`config.mk`:
```
export PLATFORM = sky130hd
export DESIGN_NAME = alu_op_scheduler
export DESIGN_NICKNAME = d
export VERILOG_FILES = /design/src/rtl/alu_op_scheduler.sv
export SDC_FILE = /design/constraint.sdc
export NUM_CORES = 1
export LEC_CHECK = 0
export ABC_AREA = 0
export CAP_MARGIN = 10
export CORE_MARGIN = 10
export CORE_UTILIZATION = 41
export CTS_CLUSTER_SIZE = 40
export DETAILED_ROUTE_END_ITERATION = 7
export PLACE_DENSITY_LB_ADDON = 0.2
export REMOVE_ABC_BUFFERS = 1
export SLEW_MARGIN = 20
export SYNTH_ARGS = -nofsm -noshare
export SYNTH_HDL_FRONTEND = slang
export SYNTH_SLANG_ARGS = --single-unit
```
`constraint.sdc`:
```
create_clock -name clk -period 1.9 [get_ports clk]
set_input_delay 0.19 -clock clk [delete_from_list [all_inputs] [get_ports clk]]
set_output_delay 0.19 -clock clk [all_outputs]
set_load 0.05 [all_outputs]
```
`src/rtl/alu_op_scheduler.sv`:
```
// alu_op_scheduler
// Two-requester front end for a 4-phase bit-serial ALU. Requests are arbitrated
// round-robin, operands are latched at grant, and the operation is replayed to
// the ALU for one full slot cycle (phases 0..3) that always starts on slot 0.
// The result is captured one cycle after the run and handed back with a done
// pulse to the requester that owned the operation. Unsupported opcodes skip the
// ALU entirely and return an error completion one cycle after the grant.
module alu_op_scheduler #(
    parameter logic [2:0] IDLE_OP = 3'b111
) (
    input  logic       clk,
    input  logic       rst_n,

    input  logic       req0,
    input  logic [3:0] a0,
    input  logic [3:0] b0,
    input  logic [2:0] op0,
    input  logic       req1,
    input  logic [3:0] a1,
    input  logic [3:0] b1,
    input  logic [2:0] op1,

    output logic       gnt0,
    output logic       gnt1,
    output logic       done0,
    output logic       done1,

    output logic [3:0] res_c,
    output logic       res_carr,
    output logic       res_sign,
    output logic       res_zero,
    output logic       res_err,

    output logic [3:0] alu_a,
    output logic [3:0] alu_b,
    output logic [2:0] alu_op,
    input  logic [3:0] alu_c,
    input  logic       alu_carr,
    input  logic       alu_sign,
    input  logic       alu_zero,

    output logic       slot_sync,
    output logic       busy
);

    typedef enum logic [2:0] {
        ST_IDLE      = 3'd0,
        ST_WAIT_SLOT = 3'd1,
        ST_RUN       = 3'd2,
        ST_CAPTURE   = 3'd3,
        ST_ERR       = 3'd4
    } state_t;

    // Last slot of the ALU phase cycle; WAIT_SLOT and RUN both leave on it.
    localparam logic [1:0] LAST_SLOT = 2'd3;

    state_t     state_q, state_d;
    logic [1:0] slot_q, slot_d;

    // prio_q = index of the requester that wins a tie (the one not served last)
    logic       prio_q, prio_d;
    logic       owner_q, owner_d;
    logic [3:0] a_q, a_d;
    logic [3:0] b_q, b_d;
    logic [2:0] op_q, op_d;

    // One bit per requester: bit 0 = requester 0, bit 1 = requester 1
    logic [1:0] gnt_q, gnt_d;
    logic [1:0] done_q, done_d;

    logic [3:0] res_c_q, res_c_d;
    logic       res_carr_q, res_carr_d;
    logic       res_sign_q, res_sign_d;
    logic       res_zero_q, res_zero_d;
    logic       res_err_q, res_err_d;

    // Arbitration results for the current cycle
    logic [1:0] req_v;
    logic       any_req;
    logic       win;
    logic [3:0] sel_a;
    logic [3:0] sel_b;
    logic [2:0] sel_op;
    logic       sel_valid;

    // Only AND/XOR/ADD style codes are understood by the ALU behind us.
    function automatic logic op_is_valid(input logic [2:0] op);
        return (op == 3'b000) || (op == 3'b001) || (op == 3'b011);
    endfunction

    // Free-running phase counter, wraps 3 -> 0
    always_comb begin
        slot_d = slot_q + 2'd1;
    end

    // Round-robin pick between the two requesters and operand selection
    always_comb begin
        req_v   = {req1, req0};
        any_req = |req_v;
        if (req_v == 2'b11) begin
            win = prio_q;
        end else begin
            win = req_v[1];
        end
        sel_a     = win ? a1  : a0;
        sel_b     = win ? b1  : b0;
        sel_op    = win ? op1 : op0;
        sel_valid = op_is_valid(sel_op);
    end

    // Next-state logic of the operation sequencer
    always_comb begin
        state_d = state_q;
        case (state_q)
            ST_IDLE: begin
                if (any_req) begin
                    state_d = sel_valid ? ST_WAIT_SLOT : ST_ERR;
                end
            end
            ST_WAIT_SLOT: begin
                // Leaving on slot 3 makes the first RUN cycle land on slot 0.
                if (slot_q == LAST_SLOT) begin
                    state_d = ST_RUN;
                end
            end
            ST_RUN: begin
                // RUN began on slot 0, so slot 3 is its fourth and last cycle.
                if (slot_q == LAST_SLOT) begin
                    state_d = ST_CAPTURE;
                end
            end
            ST_CAPTURE: begin
                state_d = ST_IDLE;
            end
            ST_ERR: begin
                state_d = ST_IDLE;
            end
            default: begin
                state_d = ST_IDLE;
            end
        endcase
    end

    // Operand latch, ownership, round-robin pointer, pulses and result capture
    always_comb begin
        prio_d     = prio_q;
        owner_d    = owner_q;
        a_d        = a_q;
        b_d        = b_q;
        op_d       = op_q;
        gnt_d      = 2'b00;
        done_d     = 2'b00;
        res_c_d    = res_c_q;
        res_carr_d = res_carr_q;
        res_sign_d = res_sign_q;
        res_zero_d = res_zero_q;
        res_err_d  = res_err_q;

        case (state_q)
            ST_IDLE: begin
                if (any_req) begin
                    owner_d    = win;
                    a_d        = sel_a;
                    b_d        = sel_b;
                    op_d       = sel_op;
                    prio_d     = ~win;
                    gnt_d[win] = 1'b1;
                end
            end
            ST_CAPTURE: begin
                // The ALU holds its final phase result through this cycle.
                res_c_d        = alu_c;
                res_carr_d     = alu_carr;
                res_sign_d     = alu_sign;
                res_zero_d     = alu_zero;
                res_err_d      = 1'b0;
                done_d[owner_q] = 1'b1;
            end
            ST_ERR: begin
                // Previous result stays visible; only the error flag changes.
                res_err_d       = 1'b1;
                done_d[owner_q] = 1'b1;
            end
            default: begin
            end
        endcase
    end

    // Output decode: ALU is only driven while RUN is active
    always_comb begin
        if (state_q == ST_RUN) begin
            alu_a  = a_q;
            alu_b  = b_q;
            alu_op = op_q;
        end else begin
            alu_a  = 4'd0;
            alu_b  = 4'd0;
            alu_op = IDLE_OP;
        end
        gnt0      = gnt_q[0];
        gnt1      = gnt_q[1];
        done0     = done_q[0];
        done1     = done_q[1];
        res_c     = res_c_q;
        res_carr  = res_carr_q;
        res_sign  = res_sign_q;
        res_zero  = res_zero_q;
        res_err   = res_err_q;
        slot_sync = (slot_q == 2'd0);
        // The gnt cycle is already a non-IDLE state; the done cycle is IDLE,
        // so the done pulse is folded in to keep busy high through it.
        busy      = (state_q != ST_IDLE) || (|done_q);
    end

    // State and slot counter registers
    always_ff @(posedge clk) begin
        if (!rst_n) begin
            state_q <= ST_IDLE;
            slot_q  <= 2'd0;
        end else begin
            state_q <= state_d;
            slot_q  <= slot_d;
        end
    end

    // Control and operand registers; reset drops any operation in flight
    always_ff @(posedge clk) begin
        if (!rst_n) begin
            prio_q  <= 1'b0;
            owner_q <= 1'b0;
            a_q     <= 4'd0;
            b_q     <= 4'd0;
            op_q    <= IDLE_OP;
            gnt_q   <= 2'b00;
            done_q  <= 2'b00;
        end else begin
            prio_q  <= prio_d;
            owner_q <= owner_d;
            a_q     <= a_d;
            b_q     <= b_d;
            op_q    <= op_d;
            gnt_q   <= gnt_d;
            done_q  <= done_d;
        end
    end

    // Result registers; reset value reads as a zero result
    always_ff @(posedge clk) begin
        if (!rst_n) begin
            res_c_q    <= 4'd0;
            res_carr_q <= 1'b0;
            res_sign_q <= 1'b0;
            res_zero_q <= 1'b1;
            res_err_q  <= 1'b0;
        end else begin
            res_c_q    <= res_c_d;
            res_carr_q <= res_carr_d;
            res_sign_q <= res_sign_d;
            res_zero_q <= res_zero_d;
            res_err_q  <= res_err_d;
        end
    end

endmodule

```
==> run metrics, run 1 <==
layout overhead on the synthesized area=55.66%; antenna-violating nets left=0; HPWL after detailed placement=3038 um; number of instances on the worst hold path=3; Initial Utilization=0.4347; TritonCTS buffer count=5; TNS Setup=0 ns; hold path startpoint=alu_c[1]; share of layout cells above drive strength 1=0.1683; residual DRC count=0; number of nets in the final layout=242; CTS sink count=30; clock tree root driver cell=clkbuf_4; worst-path cell with the longest stage delay=dfxtp_2; wire length of the first global-routing pass=6065 um; number of buffers between clock root and the deepest sink=2; CP delay by family, top=simple AND/OR/NAND/NOR gates; worst slack, placed=0.1841 ns; number of antenna diodes=0; final std cells w/o fill=252; gpl congestion=0.8259; final critical path time including I/O delays and setup=1.837 ns; EDFF count, synth=0; ys async rst share=0; per-cell via count in the routed design=5.155; Fillers=271; GRT Resource Usage Total=0.1233; power per cell area=690.8 mW/mm^2; most common cell after layout, fill and taps aside=clkdlybuf4s50_1; crit share post-route=0.9669; Hold Crit Class=in -> reg; sequential element share of the synthesized area=0.4453; Crit Path Category=reg -> out; setup skew after layout=0.007149 ns; crit path setup slack, layout=0.06291 ns; remaining max-slew budget at the tightest pin=0.6284; worst stage delay on the critical path=0.39 ns; number of warnings issued by yosys=0; max-cap violation count=0; total of buffers placed on input and output ports=57; syn_area_per_cell=9.238 sq um; setup repair after global routing missed its margin=no; commonest non-fill, non-tap cells in the layout=clkdlybuf4s50_1 (44), dfxtp_1 (28), nand2_1 (20); iteration-0 DRC count of the detailed router=59; standard-cell row count=20; Arrival @ worst endpoint=1.65 ns; ordered cell list for the critical path=or2b_2 > or3_1 > buf_4; required arrival time at the worst endpoint=1.71 ns; placed insts=244; total gr overflow=0; CTS H-tree depth=2; worst vdd ir=0.4317 mV; number of distinct standard cells referenced by the synthesized netlist=33; beginning of the critical path=state_q[0]$_SDFFE_PN0P_; count of final setup violators=0; routed wire length per instance=15.17 um; timing-limited maximum frequency=0.5443 GHz; via count of the first global-routing pass=1289; final slew viol count=0; post-route core utilization=0.6766; Worst path depth=3; die span in x=77.36 um; Via Count=1299; number of buffer and inverter instances along the worst setup path=1; clock slew at reported path FFs=0.09 ns; area occupied by registers=603.1 sq um; maximum net fanout on the critical path=8; antenna violations before repair=0; ys flop type=dfxtp_1; overall die area=0.005984 sq mm; post-synthesis instance total=146; CTS tree=built; count of boundary I/O pins=58; Critical Path Sink Type=primary output; buffers inserted by post-CTS timing repair=0; core region area=0.003103 sq mm; Skew-Pair Late Insertion Delay=0.32 ns; Total Wirelength=3822 um; FF-to-FF path depth=4; cell area after technology mapping=0.001349 sq mm; Final Hold Violating Endpoints=0; slew at the pin closest to its max-slew limit=0.5532 ns; worst r2r src=state_q[2]$_SDFFE_PN0P_; total area of multi-input combinational cells=683.2 sq um; maximum number of pins on one net before global-route repair=15; die boundary height=77.36 um; drt pass-1 iters=4; post-synthesis register bit count=30; reported leakage power=0.8476 nW; nature of the critical path startpoint=register; run status=finished, final reports clean
per-stage QoR:
stage | power [mW] | area (sq um) | hold slack (ns)
CTS | 1.457 | 2100 | 0.4120
floorplan | 0.9068 | 1299 | 0.2618
global placement | 1.051 | 2029 | 0.4281
detailed placement | 1.062 | 2029 | 0.4390
finish | 1.450 | 2100 | 0.4232
global route | 1.519 | 2100 | 0.4223
cells in the mapped netlist (3+ instances only):
library cell | n | area [sq um]
and3_1 | 9 | 56.30
nor3b_1 | 3 | 22.52
o21ai_0 | 5 | 25.02
dfxtp_1 | 30 | 600.6
a21boi_0 | 8 | 60.06
clkbuf_1 | 4 | 15.01
nand2_1 | 20 | 75.07
a21oi_1 | 4 | 20.02
a31oi_1 | 3 | 18.77
nor2_1 | 7 | 26.28
or3_1 | 3 | 18.77
a221o_1 | 8 | 80.08
inv_1 | 6 | 22.52
and2_1 | 9 | 56.30
mux2i_1 | 4 | 40.04
tightest hold or removal path, cell delays in order:
cell             delay, ns
clkdlybuf4s50_1       0.40
nand2_1               0.05
a21boi_0              0.06
layer usage:
metal / up-vias / track usage / share of wire
met2: 49 / 0.2124 / 0.50
met5: - / 0 / 0
li1: 636 / - / -
met3: 2 / 0.05530 / 0.070
met1: 612 / 0.1324 / 0.43
met4: 0 / 0.03832 / 0.0050
sequential cells by signal (all words and copies together) (netlist names):
name	cells
a_q	4
b_q	4
res_c	4
op_q	3
state_q	3
done_q	2
gnt_q	2
slot_q	2
owner_q	1
prio_q	1
res_carr	1
res_err	1
res_sign	1
res_zero	1
worst paths after layout:
check,end,slack (ns)
worst min-delay path,res_c[1]$_SDFFE_PN0N_,0.42
worst min register to register,done_q[0]$_SDFF_PN0_,0.46
worst max register to register,a_q[2]$_SDFFE_PN0P_,0.26
worst max-delay path,alu_op[2],0.06
cell families (layout without fill, tap and decap cells):
kind of cell / count (synthesis) / after routing / share of synthesized area
AO/OA/AOI/OAI: 33 / 33 / 0.1809
adder cells (fa/ha/maj): 2 / 2 / 0.01855
buffers and inverters: 14 / 76 / 0.05380
flip-flops: 30 / 30 / 0.4453
multiplexers: 4 / 4 / 0.02969
AND/OR/NAND/NOR: 63 / 63 / 0.2718
layout make-up:
type	instances	share of cell area
clock buffers	7	0.02622
clock inverters	1	0.002384
inverters	6	0.01073
multi-input cells	102	0.3254
flip-flops and latches	30	0.2872
well taps	44	0.02622
repair buffers	62	0.3218
power breakdown:
part           total, mW  internal (mW)  switching [mW]
sequential         0.723          0.682          0.0410
clock              0.399          0.179           0.220
combinational      0.328          0.158           0.170
repair_timing:
| action | CTS | global route |
|---|---|---|
| hold endpoints to repair | 0 | 0 |
| resized for setup | 4 | 0 |
| endpoints found under the setup margin | 8 | 0 |
| hold buffers | 0 | 0 |
Note: power is estimated with default switching activity, not from simulation.
==> run 2, diff against run 1 <==
--- a/config.mk
+++ b/config.mk
@@ -11,8 +11,10 @@
 export CORE_UTILIZATION = 41
 export CTS_CLUSTER_SIZE = 40
 export DETAILED_ROUTE_END_ITERATION = 7
+export GPL_ROUTABILITY_DRIVEN = 0
 export PLACE_DENSITY_LB_ADDON = 0.2
 export REMOVE_ABC_BUFFERS = 1
+export SETUP_SLACK_MARGIN = 0.3
 export SLEW_MARGIN = 20
 export SYNTH_ARGS = -nofsm -noshare
 export SYNTH_HDL_FRONTEND = slang
==> run 2 against run 1 <==
Clock power up 2%. Die area unchanged. Critical path type unchanged. Power up 2.9%. Non-clock buffer count up 6. Count of clock-buffer cells in the layout unchanged. Hold slack worse by 0.011 ns. First-iteration DRC count down 22%. Worst setup slack better by 0.13 ns.
==> run metrics, run 2 (same netlist as run 1, synthesis figures left out) <==
iteration-0 DRC count of the detailed router=46 (-22%); overall die area=0.005984 sq mm (unchanged); CTS sink count=30 (unchanged); via count of the first global-routing pass=1373 (+6.5%); share of layout cells above drive strength 1=0.2523 (+0.08407); maximum net fanout on the critical path=8 (unchanged); setup skew after layout=0.007764 ns (+0.0006149 ns); remaining max-slew budget at the tightest pin=0.6381 (+0.009712); CTS H-tree depth=2 (unchanged); number of antenna diodes=0 (unchanged); timing-limited maximum frequency=0.5844 GHz (+7.4%); most common cell after layout, fill and taps aside=clkdlybuf4s50_1; setup repair after global routing missed its margin=yes; final slew viol count=0 (unchanged); power consumption=1.493 mW (+2.9%); count of boundary I/O pins=58 (unchanged); max-cap violation count=0 (unchanged); TritonCTS buffer count=5 (unchanged); worst-path cell with the longest stage delay=dfxtp_4; nature of the critical path startpoint=register; number of nets in the final layout=248 (+2.5%); die span in x=77.36 um (unchanged); GRT Resource Usage Total=0.1304 (+0.007097); antenna violations before repair=0 (unchanged); residual DRC count=0 (unchanged); worst stage delay on the critical path=0.35 ns (-0.04 ns); per-cell via count in the routed design=5.116 (-0.75%); total gr overflow=0 (unchanged); antenna-violating nets left=0 (unchanged); die boundary height=77.36 um (unchanged); routed wire length per instance=15.61 um (+2.9%); layout overhead on the synthesized area=63.17%; number of buffers between clock root and the deepest sink=2 (unchanged); worst vdd ir=0.4474 mV (+3.6%); power per cell area=678.2 mW/mm^2 (-1.8%); Post-CTS Hold Buffers=0 (unchanged); count of final setup violators=0 (unchanged); clock slew at reported path FFs=0.10 ns (about the same); commonest non-fill, non-tap cells in the layout=clkdlybuf4s50_1 (32), dfxtp_1 (27), nand2_1 (20); core region area=0.003103 sq mm (unchanged); ordered cell list for the critical path=or2b_4 > nor2_4 > and2_4 > buf_12; standard-cell row count=20 (unchanged); crit share post-route=0.9006 (-0.06633); TNS Setup=0 ns (unchanged); maximum number of pins on one net before global-route repair=15 (unchanged); Arrival @ worst endpoint=1.52 ns (-0.13 ns); Critical Path Sink Type=primary output; Initial Utilization=0.4347 (unchanged); total of buffers placed on input and output ports=57 (unchanged); reported leakage power=0.9546 nW (+13%); Crit Path Category=reg -> out; Via Count=1320 (+1.6%); HPWL after detailed placement=3038 um (unchanged); final critical path time including I/O delays and setup=1.711 ns (-0.1260 ns); Final Hold Violating Endpoints=0 (unchanged); Hold Crit Class=in -> reg; Skew-Pair Late Insertion Delay=0.34 ns (+0.02 ns); run status=finished, final reports clean; required arrival time at the worst endpoint=1.71 ns (about the same); CTS tree=built; wire length of the first global-routing pass=6361 um (+4.9%); drt pass-1 iters=4 (unchanged); Total Wirelength=4028 um (+5.4%); slew at the pin closest to its max-slew limit=0.5388 ns (-0.01446 ns); clock tree root driver cell=clkbuf_4
## run 2: worst paths after layout
check | start | end | slack, ns | depth (start not counted)
max | state_q[1]$_SDFFE_PN0P_ | alu_b[2] | 0.19 | 4
min | alu_c[1] | res_c[1]$_SDFFE_PN0N_ | 0.41 | 3
max reg2reg | state_q[0]$_SDFFE_PN0P_ | a_q[2]$_SDFFE_PN0P_ | 0.37 | 6
min reg2reg | owner_q$_SDFFE_PN0P_ | done_q[0]$_SDFF_PN0_ | 0.45 | 1
## run 2: layer usage
| layer | wire length [um] | global-route usage | vias up |
|---|---|---|---|
| li1 | - | - | 648 |
| met1 | 1659 | 0.1351 | 620 |
| met2 | 2022 | 0.2266 | 45 |
| met3 | 267 | 0.05645 | 7 |
| met4 | 78 | 0.05292 | 0 |
| met5 | 0 | 0 | - |
## run 2: cell type report
cell class	instances	area (sq um)
multi-input cells	102	729.5
clock buffers	7	55.05
fillers	270	902.1
repair buffers	68	724.4
well taps	44	55.05
clock inverters	1	5.005
flip-flops and latches	30	609.3
inverters	6	22.52
## run 2: power breakdown
group / switching [mW] / total [mW] / internal [mW]
clock network: 0.226 / 0.405 / 0.179
registers: 0.0367 / 0.718 / 0.682
logic: 0.186 / 0.369 / 0.183
## run 2: what timing repair did
action,in CTS,in global routing
resized for setup,35,3
setup buffers,3,3
endpoints found under the setup margin,28,20
pin swaps,10,5
## run 2: through the flow
step,instances,utilization,hold WS (ns),area [sq um],worst slack (ns)
after floorplan,138,-,0.2618,1299,0.2205
after global placement,244,0.6540,0.4281,2029,0.1582
after detailed placement,244,0.6540,0.4390,2029,0.1841
after CTS,255,0.6988,0.4120,2168,0.1882
after global routing,258,0.7093,0.4215,2201,0.1331
final,258,0.7093,0.4117,2201,0.1889
## run 2: critical path, delay by kind of cell, from the launching register on
family | cells | cell delay (ns)
flops | 1 | 0.35
simple gates | 3 | 0.70
buf+inv | 1 | 0.13
